[config.mk]
export PLATFORM = sky130hd
export DESIGN_NAME = ifu_prefetch
export DESIGN_NICKNAME = d
export VERILOG_FILES = /design/src/rtl/ifu_prefetch.sv
export SDC_FILE = /design/constraint.sdc
export NUM_CORES = 1
export LEC_CHECK = 0
export BUFFER_PORTS_ARGS = -buffer_cell sky130_fd_sc_hd__buf_4
export CORE_MARGIN = 2
export CORE_UTILIZATION = 55
export CTS_BUF_LIST = sky130_fd_sc_hd__clkbuf_4
export CTS_CLUSTER_DIAMETER = 30
export CTS_CLUSTER_SIZE = 25
export DETAILED_ROUTE_END_ITERATION = 8
export PLACE_DENSITY = 0.74
export SLEW_MARGIN = 10
export SYNTH_ARGS = -nofsm -noshare
export SYNTH_HDL_FRONTEND = slang
export SYNTH_SLANG_ARGS = --single-unit
[constraint.sdc]
create_clock -name clk -period 18 [get_ports clk]
set_input_delay 1.8 -clock clk [delete_from_list [all_inputs] [get_ports clk]]
set_output_delay 1.8 -clock clk [all_outputs]
set_load 0.05 [all_outputs]
[src/rtl/ifu_prefetch.sv]
// rtl/ifu_prefetch.sv - instruction-fetch unit with credit-limited memory requests and prefetch FIFO
module ifu_prefetch #(
    parameter int                   CPU_WIDTH       = 32,
    parameter int                   FIFO_DEPTH      = 4,
    parameter int                   MAX_OUTSTANDING = 2,
    parameter logic [CPU_WIDTH-1:0] RESET_PC        = '0,
    parameter int                   PC_STEP         = 4
) (
    input  logic                          clk,
    input  logic                          rst,
    input  logic                          redirect_valid,
    input  logic [CPU_WIDTH-1:0]          redirect_pc,
    output logic                          imem_req_valid,
    input  logic                          imem_req_ready,
    output logic [CPU_WIDTH-1:0]          imem_req_addr,
    input  logic                          imem_rsp_valid,
    input  logic [CPU_WIDTH-1:0]          imem_rsp_data,
    output logic                          inst_valid,
    input  logic                          inst_ready,
    output logic [CPU_WIDTH-1:0]          inst,
    output logic [CPU_WIDTH-1:0]          inst_pc,
    output logic [$clog2(FIFO_DEPTH):0]   fifo_count
);

    localparam int AW = $clog2(FIFO_DEPTH);
    localparam int CW = AW + 1;
    localparam int OW = $clog2(MAX_OUTSTANDING + 1);
    localparam int SW = ((OW > CW) ? OW : CW) + 1;

    localparam logic [CPU_WIDTH-1:0] STEP    = CPU_WIDTH'(PC_STEP);
    localparam logic [OW-1:0]        MAX_OUT = OW'(MAX_OUTSTANDING);
    localparam logic [SW-1:0]        DEPTH_S = SW'(FIFO_DEPTH);

    // Architectural state
    logic [CPU_WIDTH-1:0]   fetch_pc_q, fetch_pc_d;
    logic [CPU_WIDTH-1:0]   rsp_pc_q, rsp_pc_d;
    logic [OW-1:0]          outstanding_q, outstanding_d;
    logic [OW-1:0]          discard_q, discard_d;
    logic [CW-1:0]          count_q, count_d;
    logic [AW-1:0]          wr_ptr_q, wr_ptr_d;
    logic [AW-1:0]          rd_ptr_q, rd_ptr_d;
    logic [2*CPU_WIDTH-1:0] mem_q [FIFO_DEPTH];

    logic [SW-1:0]          credit_sum;
    logic                   accept;
    logic                   rsp_take;
    logic                   rsp_drop;
    logic                   push;
    logic                   pop;
    logic [2*CPU_WIDTH-1:0] head;

    // Handshake decode: a request is only offered when a FIFO slot is reserved for its response
    always_comb begin
        credit_sum     = SW'(outstanding_q) + SW'(count_q);
        imem_req_valid = !rst && !redirect_valid
                         && (outstanding_q < MAX_OUT)
                         && (credit_sum < DEPTH_S);
        accept         = imem_req_valid && imem_req_ready;
        // A response with nothing outstanding is a memory protocol error; ignore it
        rsp_take       = imem_rsp_valid && (outstanding_q != '0);
        rsp_drop       = (discard_q != '0);
        push           = rsp_take && !rsp_drop && !redirect_valid;
        inst_valid     = (count_q != '0) && !redirect_valid;
        pop            = inst_valid && inst_ready;
    end

    // Next-state computation; a redirect overrides the normal PC/FIFO updates
    always_comb begin
        outstanding_d = outstanding_q + OW'(accept) - OW'(rsp_take);
        discard_d     = discard_q;
        fetch_pc_d    = fetch_pc_q;
        rsp_pc_d      = rsp_pc_q;
        count_d       = count_q + CW'(push) - CW'(pop);
        wr_ptr_d      = wr_ptr_q + AW'(push);
        rd_ptr_d      = rd_ptr_q + AW'(pop);

        if (rsp_take && rsp_drop) begin
            discard_d = discard_q - 1'b1;
        end
        if (accept) begin
            fetch_pc_d = fetch_pc_q + STEP;
        end
        if (push) begin
            rsp_pc_d = rsp_pc_q + STEP;
        end

        if (redirect_valid) begin
            // Everything still in flight belongs to the old path
            discard_d  = outstanding_d;
            fetch_pc_d = redirect_pc;
            rsp_pc_d   = redirect_pc;
            count_d    = '0;
            wr_ptr_d   = '0;
            rd_ptr_d   = '0;
        end
    end

    // Control registers with synchronous reset
    always_ff @(posedge clk) begin
        if (rst) begin
            fetch_pc_q    <= RESET_PC;
            rsp_pc_q      <= RESET_PC;
            outstanding_q <= '0;
            discard_q     <= '0;
            count_q       <= '0;
            wr_ptr_q      <= '0;
            rd_ptr_q      <= '0;
        end else begin
            fetch_pc_q    <= fetch_pc_d;
            rsp_pc_q      <= rsp_pc_d;
            outstanding_q <= outstanding_d;
            discard_q     <= discard_d;
            count_q       <= count_d;
            wr_ptr_q      <= wr_ptr_d;
            rd_ptr_q      <= rd_ptr_d;
        end
    end

    // Prefetch storage: each entry is {instruction, pc}; contents are qualified by count_q
    always_ff @(posedge clk) begin
        if (push) begin
            mem_q[wr_ptr_q] <= {imem_rsp_data, rsp_pc_q};
        end
    end

    // Head presentation, forced to zero whenever nothing is offered
    always_comb begin
        head          = mem_q[rd_ptr_q];
        inst          = inst_valid ? head[2*CPU_WIDTH-1:CPU_WIDTH] : '0;
        inst_pc       = inst_valid ? head[CPU_WIDTH-1:0] : '0;
        imem_req_addr = fetch_pc_q;
        fifo_count    = count_q;
    end

    // Stale-response bookkeeping can never exceed what is actually in flight
    a_discard_le_outstanding: assert property (@(posedge clk) disable iff (rst)
        discard_q <= outstanding_q);

endmodule
==> flow_metrics.tcl, run 1 <==
set metrics [dict create \
    critical_path.endpoint_type "output pin" \
    switching_share_pct 25.3 \
    slew_viol_final 0 \
    relSlewSlack_pct 30.6 \
    cts-root-buf "clkbuf_4" \
    synth_edf_count 256 \
    fmaxAchievable_ghz 0.195 \
    cts_max_level 2 \
    fin_crit_ns 5.13 \
    post_cts_buffers 0 \
    drt-pass1-iter-count 5 \
    ir_drop_mv 0.0654 \
    async_flop_share_pct 0 \
    seqPwrFrac_pct 54.9 \
    syn_nets 963 \
    switching_power_w 0.000407 \
    antenna_found_initial 1 \
    die_w_um 161 \
    track_usage_pct 22.0 \
    worstSetupPathType "in -> out" \
    r2r_start "fifo_count[1]$_SDFF_PP0_" \
    combinationalPowerShare_pct 10.1 \
    crit_path_start_kind "primary input" \
    syn-cell-area_um2 13600 \
    coreArea_um2 24200 \
    dieArea_um2 25900 \
    yosysWarnings 0 \
    vias_per_cell 5.68 \
    required_ns 16.20 \
    multi_input_area_um2 4150 \
    nNetsFinal 1157 \
    drt-initial-drc-count 482 \
    avgSynthCellArea_um2 15.4 \
    post-dp-hpwl_um 17900 \
    min_from "imem_req_addr[0]$_SDFFE_PP0P_" \
    ys_ff_latch 331 \
    tightest_slew_ns 1.04 \
    finalCritPeriodShare_pct 28.5 \
    design_power_total_w 0.00161 \
    io_pins 171 \
    drive_gt1_share_pct 31.1 \
    hold_path.class "reg -> reg" \
    ys.flop_type "edfxtp_1" \
    vias 8216 \
    drt_wl_total_um 28300 \
    grt_first_pass_wirelength_um 44200 \
    antenna_left 0 \
    initial_core_util_pct 55.9 \
    clockBufferDepth 3 \
    leakage_nw 5.66 \
    utilization_pct 66.2 \
    cts_hold_buf 0 \
    cts_tree "built" \
    die_y_um 161 \
    area.growth.synth_to_final_pct 18.5 \
    fill_cells 1750 \
    rows 57 \
    yosysSeqAreaShare_pct 67.8 \
    hold_viol_final 0 \
    regArea_um2 9190 \
    pwr-share-clk_pct 34.9 \
    ys_types 51 \
    port_buffers 170 \
    cap_violations 0 \
    setup_tns_ns 0 \
    syn_inst 882 \
    route.detailed.drc 0 \
    cellPowerDensity_nw_per_um2 100 \
    finClkSkew_ns 0.0243 \
    grt-ovfl-total 0 \
    cts_made_buffers 55 \
    status "complete, no violations" \
    crit_arrival_ns 3.33 \
    grt_pass1_vias 8092 \
    critPathMaxFanout 50 \
    setup_viol 0 \
    clk_latency_ns 0.68 \
    gp_congestion 0.818 \
    rsz0062_at_grt "no" \
    p_int_w 0.00120 \
    post_drt_wl_per_cell_um 19.6 \
    clkTransAtPathRegs_ns 0.11 \
    startpoint "redirect_valid" \
    cts_sinks 331 \
    ctsResizeCount 0 \
    grt_max_degree 67 \
]
flip-flops by register name, summed over array words and instances, names as in the netlist:
signal	count
mem_q	256
outstanding_q	2
fifo_count	3
discard_q	2
wr_ptr_q	2
imem_req_addr	32
rsp_pc_q	32
rd_ptr_q	2
metrics by stage:
stage	std cells	setup WS [ns]	hold slack [ns]	cell area, µm²
final	1447	12.87	0.482	16100
after CTS	1445	12.83	0.481	16100
after detailed placement	1343	12.83	0.466	15200
after global routing	1446	12.73	0.500	16100
after global placement	1343	12.96	0.454	15200
after floorplan	882	10.36	0.460	13600
logic make-up after synthesis:
family / share of synthesized area, %
AOI/OAI and AO/OA: 5.29
xor gates and xnor gates: 3.23
adders and majority gates: 1.07
buffers and inverters: 1.86
DFF: 67.8
muxes: 10.9
and+or+nand+nor: 9.90
critical path, stage by stage:
cell,delay [ns]
buf_4,0.25
nor2_4,0.38
buf_4,0.42
and2_1,0.21
buf_4,0.20
final cells by class:
cell class / instances / area share [%]
clock buffer: 63 / 2.94
inverter: 24 / 0.561
clock inverter: 39 / 2.48
tap: 324 / 2.52
timing repair buffer: 180 / 8.41
antenna: 2 / 0.0312
multi-input combinational: 484 / 25.8
sequential: 331 / 57.2
routing by layer:
| layer | global-route usage (%) | vias up | routed length [µm] |
|---|---|---|---|
| met5 | 0 | - | 0 |
| met4 | 6.90 | 0 | 562 |
| met3 | 4.55 | 39 | 2250 |
| met2 | 36.4 | 323 | 13700 |
| met1 | 29.9 | 4040 | 11800 |
| li1 | - | 3814 | - |
final timing paths:
path | endpoint | slack, ns | depth (start not counted)
worst max-delay path | inst_pc[25] | 12.87 | 5
worst min-delay path | imem_req_addr[0]$_SDFFE_PP0P_ | 0.48 | 2
worst min register to register | imem_req_addr[0]$_SDFFE_PP0P_ | 0.48 | 2
worst max register to register | discard_q[1]$_SDFFE_PP0P_ | 14.41 | 12
power by group through the flow:
stage,clock network [W],logic (W),registers (W)
2_1_floorplan,0,0.0000928,0.000912
3_3_place_gp,0,0.000162,0.000899
3_5_place_dp,0,0.000163,0.000900
4_1_cts,0.000578,0.000164,0.000883
5_1_grt,0.000612,0.000177,0.000888
6_report,0.000562,0.000163,0.000883
Yosys cell counts, types with 2 or more instances:
cell type,instances,area [µm²]
a211oi_1,12,90.1
a21boi_0,22,165
a21oi_1,28,140
a31oi_1,12,75.1
and2_1,70,438
and3_1,15,93.8
and4_1,5,43.8
buf_1,10,37.5
clkbuf_1,32,120
dfxtp_1,75,1500
edfxtp_1,256,7690
ha_1,10,125
inv_1,23,86.3
mux2i_1,3,30.0
mux4_2,64,1440
nand2_1,50,188
nand3_1,22,110
nand4_1,19,119
nor2_1,37,139
nor2b_1,2,12.5
nor3_1,7,35.0
nor3b_1,2,15.0
nor4_1,8,50.1
o211ai_1,4,30.0
o21a_1,3,22.5
o21ai_0,8,40.0
o21bai_1,3,22.5
o311ai_0,6,52.6
o31a_1,2,17.5
or3_1,2,12.5
or4_1,2,15.0
xnor2_1,16,140
xor2_1,34,298
placed cells by master, fill, tap and decap left out, drive strengths merged, types with 5 or more instances in the layout:
cell type,n
xnor2,16
o311ai,6
mux4,64
a21boi,22
a21oi,28
nor4,8
a211oi,12
inv,28
and3,15
nor3,8
a31oi,12
and2,70
nand3,22
clkinv,20
ha,10
and4,5
xor2,34
nor2,38
nand2,50
bufinv,7
nand4,19
buf,180
clkbuf,63
o21ai,8
edfxtp,256
dfxtp,75
clkinvlp,8
(Power assumes the default switching activity.)
==> run 2, diff against run 1 <==
--- a/config.mk
+++ b/config.mk
@@ -5,6 +5,7 @@
 export SDC_FILE = /design/constraint.sdc
 export NUM_CORES = 1
 export LEC_CHECK = 0
+export ABC_AREA = 1
 export BUFFER_PORTS_ARGS = -buffer_cell sky130_fd_sc_hd__buf_4
 export CORE_MARGIN = 2
 export CORE_UTILIZATION = 55
@@ -12,7 +13,7 @@
 export CTS_CLUSTER_DIAMETER = 30
 export CTS_CLUSTER_SIZE = 25
 export DETAILED_ROUTE_END_ITERATION = 8
-export PLACE_DENSITY = 0.74
+export PLACE_DENSITY = 0.77
 export SLEW_MARGIN = 10
 export SYNTH_ARGS = -nofsm -noshare
 export SYNTH_HDL_FRONTEND = slang
==> constraint.sdc (replaced) <==
create_clock -name clk -period 4.45 [get_ports clk]
set_input_delay 0.445 -clock clk [delete_from_list [all_inputs] [get_ports clk]]
set_output_delay 0.445 -clock clk [all_outputs]
set_load 0.05 [all_outputs]
==> flow_metrics.tcl, run 2 <==
set metrics [dict create \
    tightest_slew_ns 0.977 \
    critPathSlowestCell "buf_4" \
    post_cts_buffers 0 \
    worst_r2r_path_depth 16 \
    fill_cells 2109 \
    port_buffers 170 \
    netlist.top_cell.by_area "edfxtp_1" \
    crit_cells 6 \
    timing.critical_path.cells "buf_4 > nor2_1 > nor2_1 > o21ai_0 > a21oi_1 > buf_4" \
    cellPowerDensity_nw_per_um2 382 \
    io_pins 171 \
    whs_path_depth 3 \
    cap_violations 0 \
    grt-ovfl-total 0 \
    worst_path_dominant_cell_family "buffers and inverters" \
    coreArea_um2 26700 \
    post-dp-hpwl_um 22800 \
    vias_per_cell 5.41 \
    finalCritPeriodShare_pct 79.6 \
    synthMostInstantiatedCell "nor2_1" \
    hold-worst-slack_ns 0.0521 \
    ys_top_cells_by_count "nor2_1 (345), nand2_1 (264), edfxtp_1 (256)" \
    layout_commonest_cell "nor2_1" \
    clkTransAtPathRegs_ns 0.10 \
    cp_num_buf_inv 2 \
    place_ws_ns 1.63 \
    final_cell_mix "nor2_1 (345), nand2_1 (264), edfxtp_1 (256)" \
    yosys-top-cells-area "edfxtp_1 (52%), dfxtp_1 (10%), nor2_1 (8.7%)" \
    drt-pass1-iter-count 6 \
    leakage_nw 6.78 \
    die_y_um 168 \
    drt_wl_total_um 36000 \
    route.detailed.drc 0 \
    ys_ff_latch 331 \
    regMostFlops "mem_q" \
    slew_viol_final 0 \
    area.growth.synth_to_final_pct 19.1 \
    yosysSeqAreaShare_pct 61.9 \
    antenna_found_initial 1 \
    relSlewSlack_pct 34.9 \
    final_cells 2176 \
    syn-cell-area_um2 14800 \
    worst_slack_ns 0.909 \
    clockBufferDepth 3 \
    crit_path_start_kind "register" \
    vias 11800 \
    critical_path.endpoint_type "output pin" \
    antenna_left 0 \
    synth_edf_count 256 \
    post_drt_wl_per_cell_um 16.5 \
    r2r_start "discard_q[1]$_SDFFE_PP0P_" \
    drive_gt1_share_pct 17.9 \
    nNetsFinal 1868 \
    drt-initial-drc-count 1147 \
    cts_sinks 331 \
    utilization_pct 66.1 \
    syn_nets 1664 \
    fin_crit_ns 3.54 \
    cts_max_level 2 \
    dpl.cell_count 2036 \
    status "complete, no violations" \
    ys_types 36 \
    async_flop_share_pct 0 \
    setup_viol 0 \
    critPathMaxFanout 92 \
    rsz0062_at_grt "no" \
    clk_latency_ns 0.70 \
    grt_first_pass_wirelength_um 56800 \
    grt_max_degree 93 \
    hold_viol_final 0 \
    grt_pass1_vias 11000 \
    rows 60 \
    crit_arrival_ns 3.10 \
    worstSetupPathType "reg -> out" \
    largest_reg_flops 256 \
    avgSynthCellArea_um2 9.37 \
    yosys.area.top_type_share_pct 51.8 \
    ctsResizeCount 0 \
    dieArea_um2 28300 \
    die_w_um 168 \
    ir_drop_mv 0.210 \
    startpoint "rd_ptr_q[0]$_SDFF_PP0_" \
    hold_path.class "in -> reg" \
    cts_tree "built" \
    setup_tns_ns 0 \
    gp_congestion 0.945 \
    required_ns 4.01 \
    track_usage_pct 25.1 \
    finClkSkew_ns 0.0340 \
    fmaxAchievable_ghz 0.282 \
    slowest_delay_ns 0.82 \
    cts-root-buf "clkbuf_4" \
    cts_made_buffers 55 \
    yosysWarnings 0 \
    ys.flop_type "edfxtp_1" \
    syn_inst 1583 \
    min_from "redirect_pc[17]" \
    initial_core_util_pct 55.5 \
]
==> run 2: cell types whose count changed in the layout (fill, tap and decap cells not counted), sizes merged, moves of 15 or more <==
cell / before / now
nand2: 50 / 274
o21ai: 8 / 174
and2: 70 / 0
mux4: 64 / 0
xor2: 34 / 8
nor2: 38 / 364
nand3: 22 / 74
inv: 28 / 124
dlygate4sd3: 0 / 35
a21boi: 22 / 0
a21oi: 28 / 106
and3: 15 / 0
==> run 2: area by class of cell <==
class,instances,area [µm²],share of cell area [%]
Sequential cell,331,9190,52.0
Multi-Input combinational cell,1063,4910,27.8
Tap cell,341,427,2.41
Timing Repair Buffer,221,1750,9.88
Clock buffer,61,458,2.59
Clock inverter,42,504,2.85
Antenna cell,2,5.00,0.0283
Inverter,115,432,2.44
==> run 2: timing repair <==
action / 4_1_cts / 5_1_grt
endpoints found under the setup margin: 0 / 0
hold endpoints to repair: 133 / 0
hold buffers: 35 / 0
==> run 2: stage by stage <==
step,power (W),instance area [µm²]
3_3_place_gp,0.00430,16400
3_5_place_dp,0.00432,16400
5_1_grt,0.00702,17700
4_1_cts,0.00679,17700
2_1_floorplan,0.00408,14800
6_report,0.00675,17700
==> run 2: power breakdown <==
group          internal (W)  switching, W  total (W)  leakage, nW
Sequential          0.00346      0.000124    0.00359         2.95
Combinational      0.000233      0.000464   0.000697         3.31
Clock               0.00126       0.00120    0.00246        0.520
==> run 2: layer usage <==
layer	vias up	routed length, µm	global-route usage, %
li1	5771	-	-
met1	5450	15400	35.0
met2	494	17000	41.0
met3	58	2830	4.56
met4	0	723	6.93
met5	-	0	0
==> run 2: path summary, 6_finish.rpt <==
check,end,slack [ns]
setup / recovery,inst_pc[19],0.91
hold / removal,rsp_pc_q[17]$_SDFFE_PP0N_,0.05
setup reg to reg,fifo_count[2]$_SDFF_PP0_,1.76
hold reg to reg,imem_req_addr[1]$_SDFFE_PP0P_,0.47
==> run 2: cell families after synthesis <==
logic type	Yosys count	synth area share, %
compound gates	303	10.5
xor+xnor	17	1.00
fa+ha+maj	11	0.978
buf+inv	189	5.23
flops	331	61.9
simple gates	732	20.3
==> run 2: worst reg2reg max path: cells and delay by family (launching register included) <==
| kind | cells | cell delay, ns |
|---|---|---|
| DFF | 1 | 0.33 |
| buffers and inverters | 8 | 0.87 |
| and+or+nand+nor | 2 | 0.30 |
| adders and majority gates | 4 | 0.92 |
| AOI/OAI and AO/OA | 2 | 0.22 |
==> run 3, diff against run 2 <==
--- a/config.mk
+++ b/config.mk
@@ -5,7 +5,7 @@
 export SDC_FILE = /design/constraint.sdc
 export NUM_CORES = 1
 export LEC_CHECK = 0
-export ABC_AREA = 1
+export ABC_AREA = 0
 export BUFFER_PORTS_ARGS = -buffer_cell sky130_fd_sc_hd__buf_4
 export CORE_MARGIN = 2
 export CORE_UTILIZATION = 55
@@ -13,7 +13,7 @@
 export CTS_CLUSTER_DIAMETER = 30
 export CTS_CLUSTER_SIZE = 25
 export DETAILED_ROUTE_END_ITERATION = 8
-export PLACE_DENSITY = 0.77
+export PLACE_DENSITY = 0.74
 export SLEW_MARGIN = 10
 export SYNTH_ARGS = -nofsm -noshare
 export SYNTH_HDL_FRONTEND = slang
==> constraint.sdc (replaced) <==
create_clock -name clk -period 3.27 [get_ports clk]
set_input_delay 0.327 -clock clk [delete_from_list [all_inputs] [get_ports clk]]
set_output_delay 0.327 -clock clk [all_outputs]
set_load 0.05 [all_outputs]
==> flow_metrics.tcl, run 3 (synthesized netlist as in run 1, its figures left out) <==
set metrics [dict create \
    status "complete, no violations" \
    cts_made_buffers 59 \
    vias_per_cell 5.63 \
    cts_max_level 2 \
    m1WireLength_um 12700 \
    rrSetupSlack_ns 0.54 \
    worst_r2r_path_depth 12 \
    gp_congestion 0.834 \
    io_pins 171 \
    finalCritPeriodShare_pct 90.3 \
    post-dp-hpwl_um 18700 \
    rows 57 \
    antenna_found_initial 1 \
    cts_sinks 331 \
    area.growth.synth_to_final_pct 25.8 \
    place_ws_ns 0.600 \
    grt_first_pass_wirelength_um 46900 \
    r2r_start "fifo_count[1]$_SDFF_PP0_" \
    wl_met2_um 15100 \
    design_power_total_w 0.00938 \
    cap_violations 0 \
    drive_gt1_share_pct 31.2 \
    dr_wl_met3_um 1920 \
    dpl.cell_count 1358 \
    port_buffers 170 \
    cts_tree "built" \
    worstReg2RegEnd "discard_q[1]$_SDFFE_PP0P_" \
    clkTransAtPathRegs_ns 0.08 \
    drt-pass1-iter-count 5 \
    largest_reg_flops 256 \
    fill_cells 1671 \
    grt_max_degree 66 \
    dieArea_um2 25900 \
    cts-root-buf "clkbuf_4" \
    route.detailed.drc 0 \
    regMostFlops "mem_q" \
    setup_viol 0 \
    tightest_slew_ns 0.807 \
    layout_commonest_cell "edfxtp_1" \
    die_w_um 161 \
    critPathMaxFanout 5 \
    relSlewSlack_pct 45.8 \
    finClkSkew_ns 0.0646 \
    cellPowerDensity_nw_per_um2 550 \
    setup_tns_ns 0 \
    leakage_nw 6.10 \
    hold_path.class "in -> reg" \
    worstSetupPathType "reg -> out" \
    nNetsFinal 1241 \
    crit_path_start_kind "register" \
    final_cells 1536 \
    post_drt_wl_per_cell_um 19.6 \
    crit_arrival_ns 2.63 \
    whs_path_depth 4 \
    fin_crit_ns 2.95 \
    clk_latency_ns 0.73 \
    hold-path-endpoint "rd_ptr_q[0]$_SDFF_PP0_" \
    grt-ovfl-total 0 \
    hold_viol_final 0 \
    worst_slack_ns 0.316 \
    critical_path.endpoint_type "output pin" \
    drt-initial-drc-count 611 \
    ir_drop_mv 0.331 \
    final_cell_mix "edfxtp_1 (256), buf_4 (191), dfxtp_1 (73)" \
    coreArea_um2 24200 \
    slew_viol_final 0 \
    top_layer_used "met4" \
    drt_wl_total_um 30100 \
    clockBufferDepth 3 \
    initial_core_util_pct 55.9 \
    post_cts_buffers 0 \
    antenna_left 0 \
    min_from "inst_ready" \
    die_y_um 161 \
    grt_pass1_vias 8569 \
    vias 8641 \
    rsz0062_at_grt "no" \
    ctsResizeCount 0 \
    track_usage_pct 23.5 \
    required_ns 2.94 \
    fmaxAchievable_ghz 0.339 \
]
run 3: changes by cell type in the layout (fill, tap and decap cells not counted), moves of 26 or more:
| cell | previous run | this run |
|---|---|---|
| inv_1 | 110 | 23 |
| o21ai_0 | 159 | 8 |
| xor2_1 | 8 | 34 |
| dlygate4sd3_1 | 35 | 65 |
| and2_1 | 0 | 70 |
| mux4_2 | 0 | 64 |
| nand2_1 | 264 | 50 |
| nor2_1 | 345 | 35 |
| nand3_1 | 72 | 22 |
| a21oi_1 | 105 | 28 |
run 3: how the worst max path moves through the flow:
| stage | start | endpoint | cells after the start |
|---|---|---|---|
| floorplan | discard_q[0]$_SDFFE_PP0P_ | mem_q[1][0]$_DFFE_PP_ | 6 |
| global placement | fifo_count[1]$_SDFF_PP0_ | discard_q[1]$_SDFFE_PP0P_ | 12 |
| detailed placement | fifo_count[1]$_SDFF_PP0_ | discard_q[1]$_SDFFE_PP0P_ | 12 |
| CTS | fifo_count[1]$_SDFF_PP0_ | imem_req_valid | 4 |
| global route | fifo_count[1]$_SDFF_PP0_ | imem_req_valid | 4 |
| finish | fifo_count[1]$_SDFF_PP0_ | imem_req_valid | 4 |
run 3: power by group:
group          switching (W)  internal, W
combinational       0.000566     0.000404
sequential          0.000140      0.00472
clock                0.00162      0.00193
run 3: area by class of cell:
cell class | instances | area (µm²) | share of cell area, %
multi-input combinational | 484 | 4160 | 24.4
antenna | 2 | 5.00 | 0.0293
clock buffer | 66 | 495 | 2.91
timing repair buffer | 260 | 2160 | 12.7
inverter | 24 | 90.1 | 0.528
tap | 324 | 405 | 2.38
clock inverter | 45 | 541 | 3.17
sequential | 331 | 9190 | 53.9
run 3: worst max-delay path, cell delays in order (launching register included):
cell and delay [ns]:
dfxtp_1 0.46, ha_1 0.30, a311o_1 0.41, nor4_1 0.44, buf_4 0.30
run 3: per-layer routing:
metal	GRT usage [%]	vias up
met3	4.29	45
met1	32.0	4291
li1	-	4005
met4	6.41	0
met5	0	-
met2	39.7	300
run 3: per-stage QoR:
| step | area, µm² | util, % | hold WS [ns] |
|---|---|---|---|
| 3_3_place_gp | 15400 | 63.4 | 0.476 |
| 2_1_floorplan | 13600 | - | 0.426 |
| 6_report | 17100 | 70.3 | 0.151 |
| 3_5_place_dp | 15400 | 63.4 | 0.479 |
| 4_1_cts | 17000 | 70.3 | 0.0925 |
| 5_1_grt | 17100 | 70.3 | 0.127 |
run 3: what timing repair did:
| item | CTS | global route |
|---|---|---|
| setup endpoints to repair | 0 | 0 |
| hold endpoints to repair | 191 | 0 |
| hold buffers | 65 | 0 |
